--- src/rtl/wb_wbuf_pkg.sv ---
// rtl/wb_wbuf_pkg.sv - shared types and constants for the Wishbone write-posting buffer
package wb_wbuf_pkg;

  typedef enum logic [1:0] {
    M_IDLE  = 2'd0,
    M_WRITE = 2'd1,
    M_READ  = 2'd2
  } m_state_e;

  localparam int WBUF_ENTRY_W = 68;

  typedef struct packed {
    logic [31:0] adr;
    logic [3:0]  sel;
    logic [31:0] dat;
  } wbuf_entry_t;

endpackage

--- src/rtl/wb_wbuf_fifo.sv ---
// rtl/wb_wbuf_fifo.sv - circular FIFO with combinational head read
// Only pointers and count are reset; storage contents are don't-care until written.
module wb_wbuf_fifo #(
  parameter int width      = 68,
  parameter int depth_log2 = 2
) (
  input  logic                  clk,
  input  logic                  reset_n,
  input  logic                  push_i,
  input  logic                  pop_i,
  input  logic [width-1:0]      din_i,
  output logic [width-1:0]      dout_o,
  output logic [depth_log2:0]   count_o
);

  localparam int DEPTH = 1 << depth_log2;
  localparam logic [depth_log2:0] FULL_CNT = DEPTH[depth_log2:0];

  logic [width-1:0]      mem_q [DEPTH];
  logic [depth_log2-1:0] rd_ptr_q, rd_ptr_d, wr_ptr_q, wr_ptr_d;
  logic [depth_log2:0]   count_q, count_d;
  logic                  push_ok, pop_ok;

  assign push_ok = push_i & (count_q != FULL_CNT);
  assign pop_ok  = pop_i & (count_q != '0);

  always_comb begin
    rd_ptr_d = pop_ok ? rd_ptr_q + 1'b1 : rd_ptr_q;
    wr_ptr_d = push_ok ? wr_ptr_q + 1'b1 : wr_ptr_q;
    count_d  = count_q;
    case ({push_ok, pop_ok})
      2'b10:   count_d = count_q + 1'b1;
      2'b01:   count_d = count_q - 1'b1;
      default: count_d = count_q;
    endcase
  end

  always_ff @(posedge clk or negedge reset_n) begin
    if (!reset_n) begin
      rd_ptr_q <= '0;
      wr_ptr_q <= '0;
      count_q  <= '0;
    end else begin
      rd_ptr_q <= rd_ptr_d;
      wr_ptr_q <= wr_ptr_d;
      count_q  <= count_d;
    end
  end

  always_ff @(posedge clk) begin
    if (push_ok) mem_q[wr_ptr_q] <= din_i;
  end

  assign dout_o  = mem_q[rd_ptr_q];
  assign count_o = count_q;

endmodule

--- src/rtl/wb_wbuf.sv ---
// rtl/wb_wbuf.sv - posts CPU writes into a FIFO and drains them to the SRAM controller
// Reads wait until the FIFO is empty so they always observe earlier posted writes.
module wb_wbuf
  import wb_wbuf_pkg::*;
#(
  parameter int depth_log2 = 2
) (
  input  logic        clk,
  input  logic        reset_n,
  input  logic        s_stb_i,
  input  logic        s_cyc_i,
  input  logic        s_we_i,
  input  logic [31:0] s_adr_i,
  input  logic [3:0]  s_sel_i,
  input  logic [31:0] s_dat_i,
  output logic        s_ack_o,
  output logic [31:0] s_dat_o,
  output logic        m_stb_o,
  output logic        m_cyc_o,
  output logic        m_we_o,
  output logic [31:0] m_adr_o,
  output logic [3:0]  m_sel_o,
  output logic [31:0] m_dat_o,
  input  logic        m_ack_i,
  input  logic [31:0] m_dat_i,
  output logic        empty_o
);

  localparam int DEPTH = 1 << depth_log2;
  localparam logic [depth_log2:0] FULL_CNT = DEPTH[depth_log2:0];

  m_state_e            state_q, state_d;
  logic                s_ack_q, s_ack_d;
  logic [31:0]         s_dat_q, s_dat_d;
  logic                m_stb_q, m_stb_d, m_we_q, m_we_d;
  logic [31:0]         m_adr_q, m_adr_d, m_dat_q, m_dat_d;
  logic [3:0]          m_sel_q, m_sel_d;
  logic                s_wr, s_rd, push, pop;
  logic [depth_log2:0] count;
  wbuf_entry_t         din, head;

  assign s_wr = s_stb_i & s_cyc_i & s_we_i & ~s_ack_q;
  assign s_rd = s_stb_i & s_cyc_i & ~s_we_i & ~s_ack_q;
  // Fullness from the registered count: a pop this edge does not free a slot until next edge.
  assign push = s_wr & (count != FULL_CNT);
  assign pop  = (state_q == M_WRITE) & m_ack_i;
  assign din  = {s_adr_i, s_sel_i, s_dat_i};

  wb_wbuf_fifo #(
    .width      (WBUF_ENTRY_W),
    .depth_log2 (depth_log2)
  ) u_fifo (
    .clk     (clk),
    .reset_n (reset_n),
    .push_i  (push),
    .pop_i   (pop),
    .din_i   (din),
    .dout_o  (head),
    .count_o (count)
  );

  always_ff @(posedge clk or negedge reset_n) begin
    if (!reset_n) state_q <= M_IDLE;
    else          state_q <= state_d;
  end

  always_comb begin
    state_d = state_q;
    case (state_q)
      M_IDLE: begin
        if (count != '0) state_d = M_WRITE;
        else if (s_rd)   state_d = M_READ;
      end
      M_WRITE, M_READ: if (m_ack_i) state_d = M_IDLE;
      default: state_d = M_IDLE;
    endcase
  end

  always_comb begin
    s_ack_d = push;
    s_dat_d = s_dat_q;
    m_stb_d = m_stb_q;
    m_we_d  = m_we_q;
    m_adr_d = m_adr_q;
    m_sel_d = m_sel_q;
    m_dat_d = m_dat_q;
    case (state_q)
      M_IDLE: begin
        if (count != '0) begin
          m_stb_d = 1'b1;
          m_we_d  = 1'b1;
          m_adr_d = head.adr;
          m_sel_d = head.sel;
          m_dat_d = head.dat;
        end else if (s_rd) begin
          m_stb_d = 1'b1;
          m_we_d  = 1'b0;
          m_adr_d = s_adr_i;
          m_sel_d = s_sel_i;
        end
      end
      M_WRITE: if (m_ack_i) m_stb_d = 1'b0;
      M_READ: begin
        if (m_ack_i) begin
          m_stb_d = 1'b0;
          s_ack_d = 1'b1;
          s_dat_d = m_dat_i;
        end
      end
      default: m_stb_d = 1'b0;
    endcase
  end

  always_ff @(posedge clk or negedge reset_n) begin
    if (!reset_n) begin
      s_ack_q <= 1'b0;
      s_dat_q <= '0;
      m_stb_q <= 1'b0;
      m_we_q  <= 1'b0;
      m_adr_q <= '0;
      m_sel_q <= '0;
      m_dat_q <= '0;
    end else begin
      s_ack_q <= s_ack_d;
      s_dat_q <= s_dat_d;
      m_stb_q <= m_stb_d;
      m_we_q  <= m_we_d;
      m_adr_q <= m_adr_d;
      m_sel_q <= m_sel_d;
      m_dat_q <= m_dat_d;
    end
  end

  assign s_ack_o = s_ack_q;
  assign s_dat_o = s_dat_q;
  assign m_stb_o = m_stb_q;
  assign m_cyc_o = m_stb_q;
  assign m_we_o  = m_we_q;
  assign m_adr_o = m_adr_q;
  assign m_sel_o = m_sel_q;
  assign m_dat_o = m_dat_q;
  assign empty_o = (count == '0) & (state_q == M_IDLE);

endmodule

--- config.mk ---
export PLATFORM = sky130hd
export DESIGN_NAME = wb_wbuf
export DESIGN_NICKNAME = d
export VERILOG_FILES = /design/src/rtl/wb_wbuf_pkg.sv /design/src/rtl/wb_wbuf_fifo.sv /design/src/rtl/wb_wbuf.sv
export SDC_FILE = /design/constraint.sdc
export NUM_CORES = 1
export LEC_CHECK = 0
export CAP_MARGIN = 20
export CORE_MARGIN = 2
export CORE_UTILIZATION = 49
export DETAILED_ROUTE_END_ITERATION = 7
export GPL_TIMING_DRIVEN = 1
export PLACE_DENSITY = 0.76
export SLEW_MARGIN = 20
export SYNTH_ARGS = -nofsm -noshare
export SYNTH_HDL_FRONTEND = slang
export SYNTH_SLANG_ARGS = --single-unit
--- constraint.sdc ---
create_clock -name clk -period 3 [get_ports clk]
set_input_delay 0.3 -clock clk [delete_from_list [all_inputs] [get_ports clk]]
set_output_delay 0.3 -clock clk [all_outputs]
set_load 0.01 [all_outputs]
==> implementation parameters, run 1 <==
Parameter                              Value

Status
  Result of the run ... finished, final reports clean

STA
  Number of hold violations in the final report ... 0
  Final worst slack ... 439.1 ps
  Least-Margin Pin Slew ... 746.9 ps
  Worst Skew ... 14.74 ps
  Final-report setup violation count ... 0
  Count of pins over their slew limit ... 0
  Final worst path period need ... 2561 ps
  Final hold slack ... 392.5 ps
  Period Utilization, post-route ... 85.36%
  TNS Setup ... 0 ps
  Highest attainable clock frequency ... 390.5 MHz
  Worst slew margin relative to its limit ... 50.21%
  Setup repair after global routing missed its margin ... false

Yosys
  Count of warnings emitted by yosys ... 0
  Synth Area per Inst ... 19.44 µm²
  Syn Nets ... 872
  Most area-hungry cell type in the Yosys netlist ... sky130_fd_sc_hd__edfxtp_1
  Cell count after synthesis ... 757
  Largest cells by area after synthesis ... sky130_fd_sc_hd__edfxtp_1 56%, sky130_fd_sc_hd__dfrtp_1 19%, sky130_fd_sc_hd__mux4_2 10%, sky130_fd_sc_hd__mux2_2 5.0%, sky130_fd_sc_hd__a211oi_1 1.8%
  Fraction of synthesized cell area taken by the top area cell type ... 55.50%
  Number of distinct library cell variants in the gate-level netlist after synthesis ... 42
  Fraction of the yosys area taken by sequential cells ... 74.55%
  Register bit total from synthesis ... 384
  Post-Synthesis Cell Area ... 14720 µm²

Global routing
  GR Overflow Total ... 0
  Pin count of the biggest net entering global routing ... 74
  GRT Total Usage ... 19.88%
  Wire length of the first global-routing pass ... 47230 µm
  Vias in the first global route ... 8204
  Antenna violations before repair ... 0

Place
  Routability congestion estimate ... 0.7701
  Port bufs ... 210
  Total placed cells including tap cells ... 1337
  Detailed Place HPWL ... 19070 µm
  Placement Setup Slack ... 634.6 ps

Setup path
  Reg-to-reg setup timing slack ... 740 ps
  Crit start category ... flip-flop
  Worst Reg-to-Reg Cells ... 5
  Critical Path Start ... u_fifo.count_o[1]
  Series of cell instances along the critical path ... or3_2, nor2_2, clkdlybuf4s50_1
  Worst setup endpoint ... empty_o
  Maximum fanout count along the critical path ... 5
  WP buf/inv ... 1
  Type of the worst setup path ... reg2out
  CP Data Required Time ... 2700 ps
  Worst flop-to-flop path endpoint ... m_sel_o[0]
  Gate family responsible for the most delay along the worst path ... simple AND/OR/NAND/NOR gates
  Delay contributed by the slowest stage of the critical path ... 600 ps
  Critical Path Sink Type ... output pin
  CP Depth ... 3
  Cell at the slowest stage of the critical path ... sky130_fd_sc_hd__clkdlybuf4s50_1
  Startpoint of the most critical register-to-register path ... u_fifo.count_o[1]
  WP data arrival ... 2260 ps

Drt
  Wl on met1 ... 12740 µm
  Number of vias per cell ... 5.588
  Detailed-routed wire length on met2 ... 15640 µm
  Number of nets still failing antenna checks after routing ... 0
  DRC marker count from the first detailed-route iteration ... 722
  Highest metal layer used by the detailed router ... met4
  Drt drc ... 0
  Routed wire length on met3 ... 1644 µm
  Total number of vias ... 7879
  Post-detailed-route wirelength per cell ... 21.76 µm
  Detailed-routing iteration count for the pre-antenna-repair pass ... 5
  Final routed wirelength across all metal layers ... 30680 µm

Floorplan
  Top-Level Pins ... 211
  X dimension of the die ... 177.3 µm
  Die Ht ... 177.3 µm
  Die Area ... 31440 µm²
  Initial core utilization ... 49.65%
  Cell Rows ... 63
  Area of the core ... 29640 µm²

Pwr
  P_leak ... 0.006648 µW
  Post-layout power ... 17680 µW
  Power Density ... 947.1 nW/µm²
  VDD IR max ... 0.4288 mV

Flow run
  Max Cap Viol ... 0

Layout
  Post-route non-filler standard cell count ... 1410
  Ratio of cells with drive above 1 in the final layout ... 22.94%
  Nets ... 1104
  Number of fill cells in the layout ... 2096
  Number of antenna cells inserted ... 0
  Area added between synthesis and finish ... 26.87%

CTS
  CTS tree ... yes
  Library cell used as clock root buffer ... sky130_fd_sc_hd__clkbuf_16
  Clock H-tree levels ... 2
  Sinks on Clock Net ... 384
  Source-to-sink clock delay at the later pin of the worst-skew pair ... 520 ps
  Clock input transition at the sequential cells of the worst setup and hold paths ... 60 ps
  Maximum root-to-sink buffer count ... 3
  Number of clock buffers inserted by TritonCTS ... 39
  Total setup buffers inserted after CTS ... 0

Worst hold path
  Type of the tightest min-delay check ... in2async
[kinds of logic after synthesis]
family	Yosys count	synth area share (%)
XOR/XNOR	6	0.3571
adder cells (fa/ha/maj)	9	0.8162
buffers and inverters	88	2.789
multiplexers	133	15.38
flip-flops	384	74.55
AO/OA/AOI/OAI	47	2.483
AND/OR/NAND/NOR	90	3.630
[metal layers]
layer	track usage (%)	vias up
met5	0	-
met4	5.669	0
met3	3.470	49
met2	33.64	261
met1	26.77	4144
li1	-	3425
[worst min path at each step]
| stage | from | end | slack [ps] | depth (start not counted) |
|---|---|---|---|---|
| 2_1_floorplan | reset_n | m_adr_o[0] | 4 | 0 |
| 3_3_place_gp | reset_n | s_dat_o[2] | 390 | 1 |
| 3_5_place_dp | reset_n | s_dat_o[2] | 390 | 1 |
| 4_1_cts | m_dat_i[21] | s_dat_o[21] | 370 | 2 |
| 5_1_grt | m_dat_i[12] | s_dat_o[12] | 390 | 2 |
| 6_report | reset_n | u_fifo.count_o[2] | 390 | 2 |
[cell usage in the layout (no fill, tap or decap), types with 2 or more instances in the layout]
cell                              count
sky130_fd_sc_hd__edfxtp_1           272
sky130_fd_sc_hd__clkdlybuf4s50_1    209
sky130_fd_sc_hd__dfrtp_1            110
sky130_fd_sc_hd__mux4_2              68
sky130_fd_sc_hd__mux2_2              65
sky130_fd_sc_hd__inv_1               44
sky130_fd_sc_hd__clkbuf_16           41
sky130_fd_sc_hd__nor2_1              37
sky130_fd_sc_hd__a211oi_1            36
sky130_fd_sc_hd__nor4_1              28
sky130_fd_sc_hd__buf_4               13
sky130_fd_sc_hd__clkbuf_1            10
sky130_fd_sc_hd__buf_12              10
sky130_fd_sc_hd__ha_1                 8
sky130_fd_sc_hd__nor4_2               7
sky130_fd_sc_hd__clkinv_1             6
sky130_fd_sc_hd__and2_4               4
sky130_fd_sc_hd__clkinv_2             4
sky130_fd_sc_hd__clkinvlp_4           4
sky130_fd_sc_hd__nand2_1              3
sky130_fd_sc_hd__xnor2_1              3
sky130_fd_sc_hd__xor2_1               3
sky130_fd_sc_hd__clkbuf_8             3
sky130_fd_sc_hd__o21ai_0              2
sky130_fd_sc_hd__bufinv_16            2
sky130_fd_sc_hd__dfrtp_4              2
[power by group]
part | switching (µW) | total [µW] | internal, µW
Sequential | 655 | 7300 | 6640
Combinational | 2590 | 5700 | 3100
Clock | 1930 | 4690 | 2760
[per-stage QoR]
stage | util [%] | instance area (µm²)
5_1_grt | 63.00 | 18670
3_5_place_dp | 58.70 | 17400
2_1_floorplan | - | 14720
4_1_cts | 63.00 | 18670
6_report | 63.00 | 18670
3_3_place_gp | 58.70 | 17400
[synth_stat cells, drive strengths merged]
cell type	count
a211oi	36
a21oi	1
a22o	1
a31oi	1
and2	4
and3	1
and4bb	1
buf	31
clkbuf	12
dfrtp	112
edfxtp	272
fa	1
ha	8
inv	45
mux2	65
mux4	68
nand2	3
nand2b	1
nand4	1
nand4b	1
nand4bb	1
nor2	38
nor2b	1
nor3	1
nor4	36
o21a	1
o21ai	4
o22a	1
o22ai	1
o31ai	1
or3	1
xnor2	3
xor2	3
[sequential cells by signal, summed over array words and instances (netlist names), 2 cells and up]
name / count
s_dat_o: 32
state_q: 2
u_fifo.mem_q: 272
m_dat_o: 32
u_fifo.rd_ptr_q: 2
u_fifo.count_o: 3
m_sel_o: 4
m_adr_o: 32
u_fifo.wr_ptr_q: 2
[final cells by class]
| class | instances | area (µm²) | share of cell area [%] |
|---|---|---|---|
| clock inverter | 18 | 157.7 | 0.8443 |
| inverter | 45 | 168.9 | 0.9046 |
| clock buffer | 54 | 1105 | 5.917 |
| sequential | 384 | 10980 | 58.79 |
| timing repair buffer | 234 | 2411 | 12.91 |
| multi-input combinational | 285 | 3363 | 18.01 |
| tap | 390 | 488.0 | 2.613 |
[repair_timing]
| action | 4_1_cts | 5_1_grt |
|---|---|---|
| gates resized for setup | 0 | 0 |
| endpoints found under the setup margin | 0 | 0 |
| hold buffers | 1 | 0 |
| endpoints found under the hold margin | 71 | 0 |
No activity file was read; power rests on OpenSTA's default activity.
==> run 2: changes to the inputs <==
--- a/config.mk
+++ b/config.mk
@@ -7,10 +7,10 @@
 export LEC_CHECK = 0
 export CAP_MARGIN = 20
 export CORE_MARGIN = 2
-export CORE_UTILIZATION = 49
+export CORE_UTILIZATION = 54
 export DETAILED_ROUTE_END_ITERATION = 7
 export GPL_TIMING_DRIVEN = 1
-export PLACE_DENSITY = 0.76
+export PLACE_DENSITY = 0.79
 export SLEW_MARGIN = 20
 export SYNTH_ARGS = -nofsm -noshare
 export SYNTH_HDL_FRONTEND = slang
==> constraint.sdc (replaced) <==
create_clock -name clk -period 2.84 [get_ports clk]
set_input_delay 0.284 -clock clk [delete_from_list [all_inputs] [get_ports clk]]
set_output_delay 0.284 -clock clk [all_outputs]
set_load 0.01 [all_outputs]
==> run 2 against run 1 <==
Compared with the run above: total power rose by 7.7%; final cell count fell by 3.4%; wire length fell by 3.6%; critical path depth did not move; non-clock buffer count rose by 1; worst setup slack got worse by 270 ps; clock skew rose by 2.9 ps; critical path type unchanged; utilization rose by 6.6 points; count of clock-buffer cells in the layout fell by 3; global-route usage rose by 1.3 points; flip-flop and latch count did not move.
==> implementation parameters, run 2 (synthesis results as in run 1) <==
Parameter                              Value

Drt
  Total number of vias ... 7679 (-2.5%)
  Detailed-routing iteration count for the pre-antenna-repair pass ... 4 (-1)
  Drt drc ... 0 (unchanged)
  Number of vias per cell ... 5.638 (+0.90%)
  Number of nets still failing antenna checks after routing ... 0 (unchanged)
  Final routed wirelength across all metal layers ... 29590 µm (-3.6%)
  Post-detailed-route wirelength per cell ... 21.72 µm (-0.17%)
  DRC marker count from the first detailed-route iteration ... 512 (-29%)

Pwr
  Net switching share of the total power ... 28.59% (-0.68 points)
  Clock group share of total power ... 27.9% (+1.4 points)
  Post-layout power ... 19040 µW (+7.7%)
  Pint ... 13600 µW (+8.7%)
  Power Density ... 1018 nW/µm² (+7.5%)
  VDD IR max ... 0.6595 mV (+54%)
  Fraction of power consumed by sequential logic ... 40.2% (-1.1 points)
  P_leak ... 0.006716 µW (+1.0%)
  Total net switching power ... 5444 µW (+5.2%)
  Combinational share of power ... 31.8% (-0.4 points)

Worst hold path
  Type of the tightest min-delay check ... in2async

STA
  Number of hold violations in the final report ... 0 (unchanged)
  Period Utilization, post-route ... 94.22%
  Worst slew margin relative to its limit ... 55.28% (+5.1 points)
  Least-Margin Pin Slew ... 670.8 ps (-76.07 ps)
  TNS Setup ... 0 ps (unchanged)
  Final worst path period need ... 2676 ps
  Count of pins over their slew limit ... 0 (unchanged)
  Worst Skew ... 17.69 ps (+2.948 ps)
  Highest attainable clock frequency ... 373.7 MHz
  Setup repair after global routing missed its margin ... false
  Final-report setup violation count ... 0 (unchanged)

Layout
  Post-route non-filler standard cell count ... 1362 (-3.4%)
  Post-Layout Inst Area ... 18710 µm² (+0.19%)
  Number of antenna cells inserted ... 0 (unchanged)
  Area added between synthesis and finish ... 27.11%
  Area taken by flip-flops and latches ... 10980 µm² (unchanged)
  Number of fill cells in the layout ... 1718 (-18%)
  Ratio of cells with drive above 1 in the final layout ... 23.60% (+0.66 points)
  Commonest cells after routing, fill and taps aside ... 272 x sky130_fd_sc_hd__edfxtp_1, 209 x sky130_fd_sc_hd__clkdlybuf4s50_1, 110 x sky130_fd_sc_hd__dfrtp_1
  Most flop-heavy register ... u_fifo.mem_q
  Largest register FFs ... 272 (unchanged)
  Multi-input logic area ... 3352 µm² (-0.34%)
  Most common cell after layout, fill and taps aside ... sky130_fd_sc_hd__edfxtp_1
  Nets ... 1105 (+0.091%)

Place
  Routability congestion estimate ... 0.7795 (+1.2%)
  Port bufs ... 210 (unchanged)
  Detailed Place HPWL ... 18120 µm (-5.0%)
  Instance area after placement ... 17330 µm² (-0.37%)
  Total placed cells including tap cells ... 1289 (-3.6%)

Global routing
  Pin count of the biggest net entering global routing ... 64 (-14%)
  Antenna violations before repair ... 1 (+1)
  GRT Total Usage ... 21.14% (+1.3 points)
  Vias in the first global route ... 8055 (-1.8%)
  Wire length of the first global-routing pass ... 46110 µm (-2.4%)
  GR Overflow Total ... 0 (unchanged)

CTS
  Library cell used as clock root buffer ... sky130_fd_sc_hd__clkbuf_16
  Clock H-tree levels ... 2 (unchanged)
  Source-to-sink clock delay at the later pin of the worst-skew pair ... 530 ps (about the same)
  Sinks on Clock Net ... 384 (unchanged)
  Total setup buffers inserted after CTS ... 0 (unchanged)
  Number of clock buffers inserted by TritonCTS ... 39 (unchanged)
  Maximum root-to-sink buffer count ... 3 (unchanged)
  CTS tree ... yes
  Clock input transition at the sequential cells of the worst setup and hold paths ... 60 ps (about the same)
  CTS-repair resized insts ... 0 (unchanged)

Status
  Result of the run ... finished, final reports clean

Floorplan
  Die Ht ... 169.1 µm (-4.6%)
  Die Area ... 28590 µm² (-9.1%)
  X dimension of the die ... 169.1 µm (-4.6%)
  Area of the core ... 26880 µm² (-9.3%)
  Top-Level Pins ... 211 (unchanged)
  Cell Rows ... 60 (-4.8%)
  Initial core utilization ... 54.76% (+5.1 points)

Setup path
  Critical Path Sink Type ... output pin
  Crit start category ... flip-flop
  WP data arrival ... 2390 ps (+130 ps)
  CP Data Required Time ... 2560 ps (-140 ps)
  Maximum fanout count along the critical path ... 12 (+7)
  Type of the worst setup path ... reg2out

Flow run
  Max Cap Viol ... 0 (unchanged)
[run 2: changes by cell type in the layout (fill, tap and decap cells not counted), sizes merged]
cell,delta
clkinv,+2
bufinv,+4
buf,+1
clkbuf,-3
clkinvlp,-3
[run 2: area by class of cell]
type	instances	area share (%)
flip-flops and latches	384	58.68
clock inverters	21	1.498
multi-input cells	285	17.92
repair buffers	235	12.93
well taps	341	2.281
inverters	45	0.9029
clock buffers	51	5.786
[run 2: power groups by stage]
stage	combinational, µW	sequential, µW	clock, µW
final	6060	7660	5320
after global routing	6530	7780	5630
after CTS	6160	7680	5430
after detailed placement	6110	7770	0
after global placement	5990	7720	0
after floorplan	3440	7840	0
[run 2: through the flow]
stage | util [%] | setup slack, ps | hold slack, ps
after floorplan | - | 500.0 | -11.59
after global placement | 64.50 | 579.1 | 338.3
after detailed placement | 64.50 | 476.5 | 350.2
after CTS | 69.60 | 156.1 | 343.2
after global routing | 69.60 | 36.20 | 356.7
final | 69.60 | 164.2 | 338.2
[run 2: per-layer routing]
| layer | share of wire (%) | track usage [%] | up-vias |
|---|---|---|---|
| met5 | 0 | 0 | - |
| met4 | 2.2 | 6.838 | 0 |
| met3 | 5.6 | 4.115 | 48 |
| met2 | 51 | 35.62 | 241 |
| met1 | 41 | 28.18 | 3958 |
| li1 | - | - | 3432 |
[run 2: repair_timing]
action,in CTS,in global routing
hold endpoints to repair,62,0
hold buffers,1,0
endpoints found under the setup margin,0,0
[run 2: worst max-delay path, cell delays in order (launching register included)]
cell,delay (ps)
sky130_fd_sc_hd__dfrtp_1,440
sky130_fd_sc_hd__or3_2,660
sky130_fd_sc_hd__nor2_2,150
sky130_fd_sc_hd__clkdlybuf4s50_1,620
[run 2: worst paths after layout]
path                            slack [ps]                end         startpoint  cells after the start
worst max register to register         480  u_fifo.count_o[1]  u_fifo.count_o[1]                      6
max in group asynchronous             1790         m_dat_o[9]            reset_n                      3
worst max-delay path                   160            empty_o  u_fifo.count_o[1]                      3
min in group clk                       360        s_dat_o[24]        m_dat_i[24]                      2
worst min register to register         500         s_dat_o[8]         s_dat_o[8]                      1
worst min-delay path                   340            s_ack_o            reset_n                      2
==> run 3: changes to the inputs <==
--- a/config.mk
+++ b/config.mk
@@ -6,7 +6,7 @@
 export NUM_CORES = 1
 export LEC_CHECK = 0
 export CAP_MARGIN = 20
-export CORE_MARGIN = 2
+export CORE_MARGIN = 1.5
 export CORE_UTILIZATION = 54
 export DETAILED_ROUTE_END_ITERATION = 7
 export GPL_TIMING_DRIVEN = 1
==> run 3 against run 2 <==
Compared with the run above: flip-flop and latch count stayed put; critical endpoint unchanged; wire length is 1.6% higher; die area is 1.2% lower; worst setup slack better by 28 ps; register-to-register slack better by 110 ps; via count is 1.2% higher; highest routed layer is now met5.
==> implementation parameters, run 3 (synthesis results as in run 1) <==
Parameter                              Value

Global routing
  GR Overflow Total ... 0 (unchanged)
  Vias in the first global route ... 8249 (+2.4%)
  Antenna violations before repair ... 2 (+1)
  Pin count of the biggest net entering global routing ... 91 (+42%)
  Wire length of the first global-routing pass ... 47510 µm (+3.1%)
  GRT Total Usage ... 22.16% (+1.0 points)

Floorplan
  Die Ht ... 168.1 µm (-0.59%)
  Die Area ... 28250 µm² (-1.2%)
  Top-Level Pins ... 211 (unchanged)
  X dimension of the die ... 168.1 µm (-0.59%)
  Area of the core ... 26880 µm² (unchanged)
  Initial core utilization ... 54.76% (unchanged)
  Cell Rows ... 60 (unchanged)

Setup path
  Cell at the slowest stage of the critical path ... sky130_fd_sc_hd__or3_2
  Reg-to-reg setup timing slack ... 590 ps (+110 ps)
  Worst Reg-to-Reg Cells ... 8 (+2)
  Critical Path Sink Type ... output pin
  Series of cell instances along the critical path ... or3_2, nor2_2, clkdlybuf4s50_1
  WP data arrival ... 2360 ps (-30 ps)
  Crit start category ... flip-flop
  Maximum fanout count along the critical path ... 6 (-6)
  WP buf/inv ... 1 (unchanged)
  Worst flop-to-flop path endpoint ... u_fifo.count_o[2]
  Startpoint of the most critical register-to-register path ... u_fifo.count_o[1]
  Delay contributed by the slowest stage of the critical path ... 610 ps (-50 ps)
  Gate family responsible for the most delay along the worst path ... simple AND/OR/NAND/NOR gates
  Type of the worst setup path ... reg2out
  CP Data Required Time ... 2560 ps (about the same)

STA
  TNS Setup ... 0 ps (unchanged)
  Worst slew margin relative to its limit ... 38.64% (-17 points)
  Least-Margin Pin Slew ... 920.4 ps (+249.6 ps)
  Worst Skew ... 20.39 ps (+2.697 ps)
  Highest attainable clock frequency ... 377.7 MHz (+1.1%)
  Final worst path period need ... 2647 ps (-28.36 ps)
  Number of hold violations in the final report ... 0 (unchanged)
  Period Utilization, post-route ... 93.22% (-1.0 points)
  Setup repair after global routing missed its margin ... false
  Count of pins over their slew limit ... 0 (unchanged)
  Final-report setup violation count ... 0 (unchanged)

Pwr
  Net switching share of the total power ... 28.80% (+0.21 points)
  Fraction of power consumed by sequential logic ... 40.4% (+0.2 points)
  Pint ... 13550 µW (-0.38%)
  P_leak ... 0.006705 µW (-0.17%)
  Post-layout power ... 19030 µW (about the same)
  Combinational share of power ... 31.8% (about the same)
  Power Density ... 1018 nW/µm² (about the same)
  VDD IR max ... 0.7039 mV (+6.7%)
  Clock group share of total power ... 27.8% (about the same)
  Total net switching power ... 5480 µW (+0.66%)

CTS
  Clock input transition at the sequential cells of the worst setup and hold paths ... 60 ps (about the same)
  Clock H-tree levels ... 2 (unchanged)
  Total setup buffers inserted after CTS ... 0 (unchanged)
  Library cell used as clock root buffer ... sky130_fd_sc_hd__clkbuf_16
  Number of clock buffers inserted by TritonCTS ... 40 (+2.6%)
  CTS tree ... yes
  Source-to-sink clock delay at the later pin of the worst-skew pair ... 530 ps (about the same)
  Sinks on Clock Net ... 384 (unchanged)
  Maximum root-to-sink buffer count ... 3 (unchanged)

Layout
  Nets ... 1104 (-0.090%)
  Ratio of cells with drive above 1 in the final layout ... 23.31% (-0.29 points)
  Area added between synthesis and finish ... 26.97%
  Most common cell after layout, fill and taps aside ... sky130_fd_sc_hd__edfxtp_1
  Most flop-heavy register ... u_fifo.mem_q
  Largest register FFs ... 272 (unchanged)
  Commonest cells after routing, fill and taps aside ... 272 x sky130_fd_sc_hd__edfxtp_1, 209 x sky130_fd_sc_hd__clkdlybuf4s50_1, 110 x sky130_fd_sc_hd__dfrtp_1
  Post-Layout Inst Area ... 18690 µm² (-0.11%)
  Final Core Density ... 69.53% (-0.079 points)

Drt
  Drt drc ... 0 (unchanged)
  Number of nets still failing antenna checks after routing ... 0 (unchanged)
  Detailed-routing iteration count for the pre-antenna-repair pass ... 4 (unchanged)
  DRC marker count from the first detailed-route iteration ... 565 (+10%)
  Final routed wirelength across all metal layers ... 30060 µm (+1.6%)
  Number of vias per cell ... 5.701 (+1.1%)
  Post-detailed-route wirelength per cell ... 22.05 µm (+1.5%)
  Total number of vias ... 7771 (+1.2%)

Flow run
  Max Cap Viol ... 0 (unchanged)

Place
  Routability congestion estimate ... 0.7841 (+0.59%)
  Port bufs ... 210 (unchanged)
  Instance area after placement ... 17330 µm² (about the same)
  Detailed Place HPWL ... 18050 µm (-0.38%)

Worst hold path
  Min-Delay Startpoint ... m_dat_i[26]
  Destination of the worst hold path ... s_dat_o[26]
  Type of the tightest min-delay check ... in2reg
  Worst hold path cell count ... 2

Status
  Result of the run ... finished, final reports clean
-- run 3: worst max-delay path by stage --
stage | startpoint | end | slack [ps] | cells after the start
global route | u_fifo.count_o[1] | empty_o | 110 | 3
CTS | u_fifo.count_o[1] | empty_o | 160 | 3
finish | u_fifo.count_o[1] | empty_o | 190 | 3
detailed placement | s_stb_i | u_fifo.count_o[2] | 480 | 11
floorplan | s_ack_o | u_fifo.mem_q[0][0] | 500 | 3
global placement | s_stb_i | u_fifo.count_o[2] | 540 | 11
-- run 3: power groups by stage --
stage | Clock, µW | Combinational (µW) | Sequential (µW)
5_1_grt | 5610 | 6520 | 7810
2_1_floorplan | 0 | 3440 | 7840
4_1_cts | 5380 | 6140 | 7710
3_5_place_dp | 0 | 6090 | 7800
3_3_place_gp | 0 | 5970 | 7760
6_report | 5280 | 6050 | 7690
-- run 3: per-layer routing --
metal	GRT usage, %	share of wire, %	vias up
li1	-	-	3434
met1	29.73	42	4038
met2	36.92	50	246
met3	4.913	5.9	51
met4	6.522	2.1	2
met5	0	0.043	-
-- run 3: area by class of cell --
cell class	instances	area (µm²)
inverters	45	168.9
flip-flops and latches	384	10980
well taps	341	426.7
diodes	1	2.502
clock buffers	55	1119
repair buffers	233	2404
multi-input cells	285	3363
clock inverters	19	224.0
fillers	1704	8190
-- run 3: repair_timing --
item                      in CTS  in global routing
hold endpoints to repair      88                  0
hold buffers                   1                  0
resized for setup              0                  0
-- run 3: stage by stage --
stage	hold slack, ps	setup WS [ps]	std cells
after global placement	457.3	538.8	1287
after global routing	374.6	106.2	1362
final	381.1	192.6	1363
after detailed placement	458.2	475.5	1287
after floorplan	-11.59	500.0	757
after CTS	361.3	164.2	1362
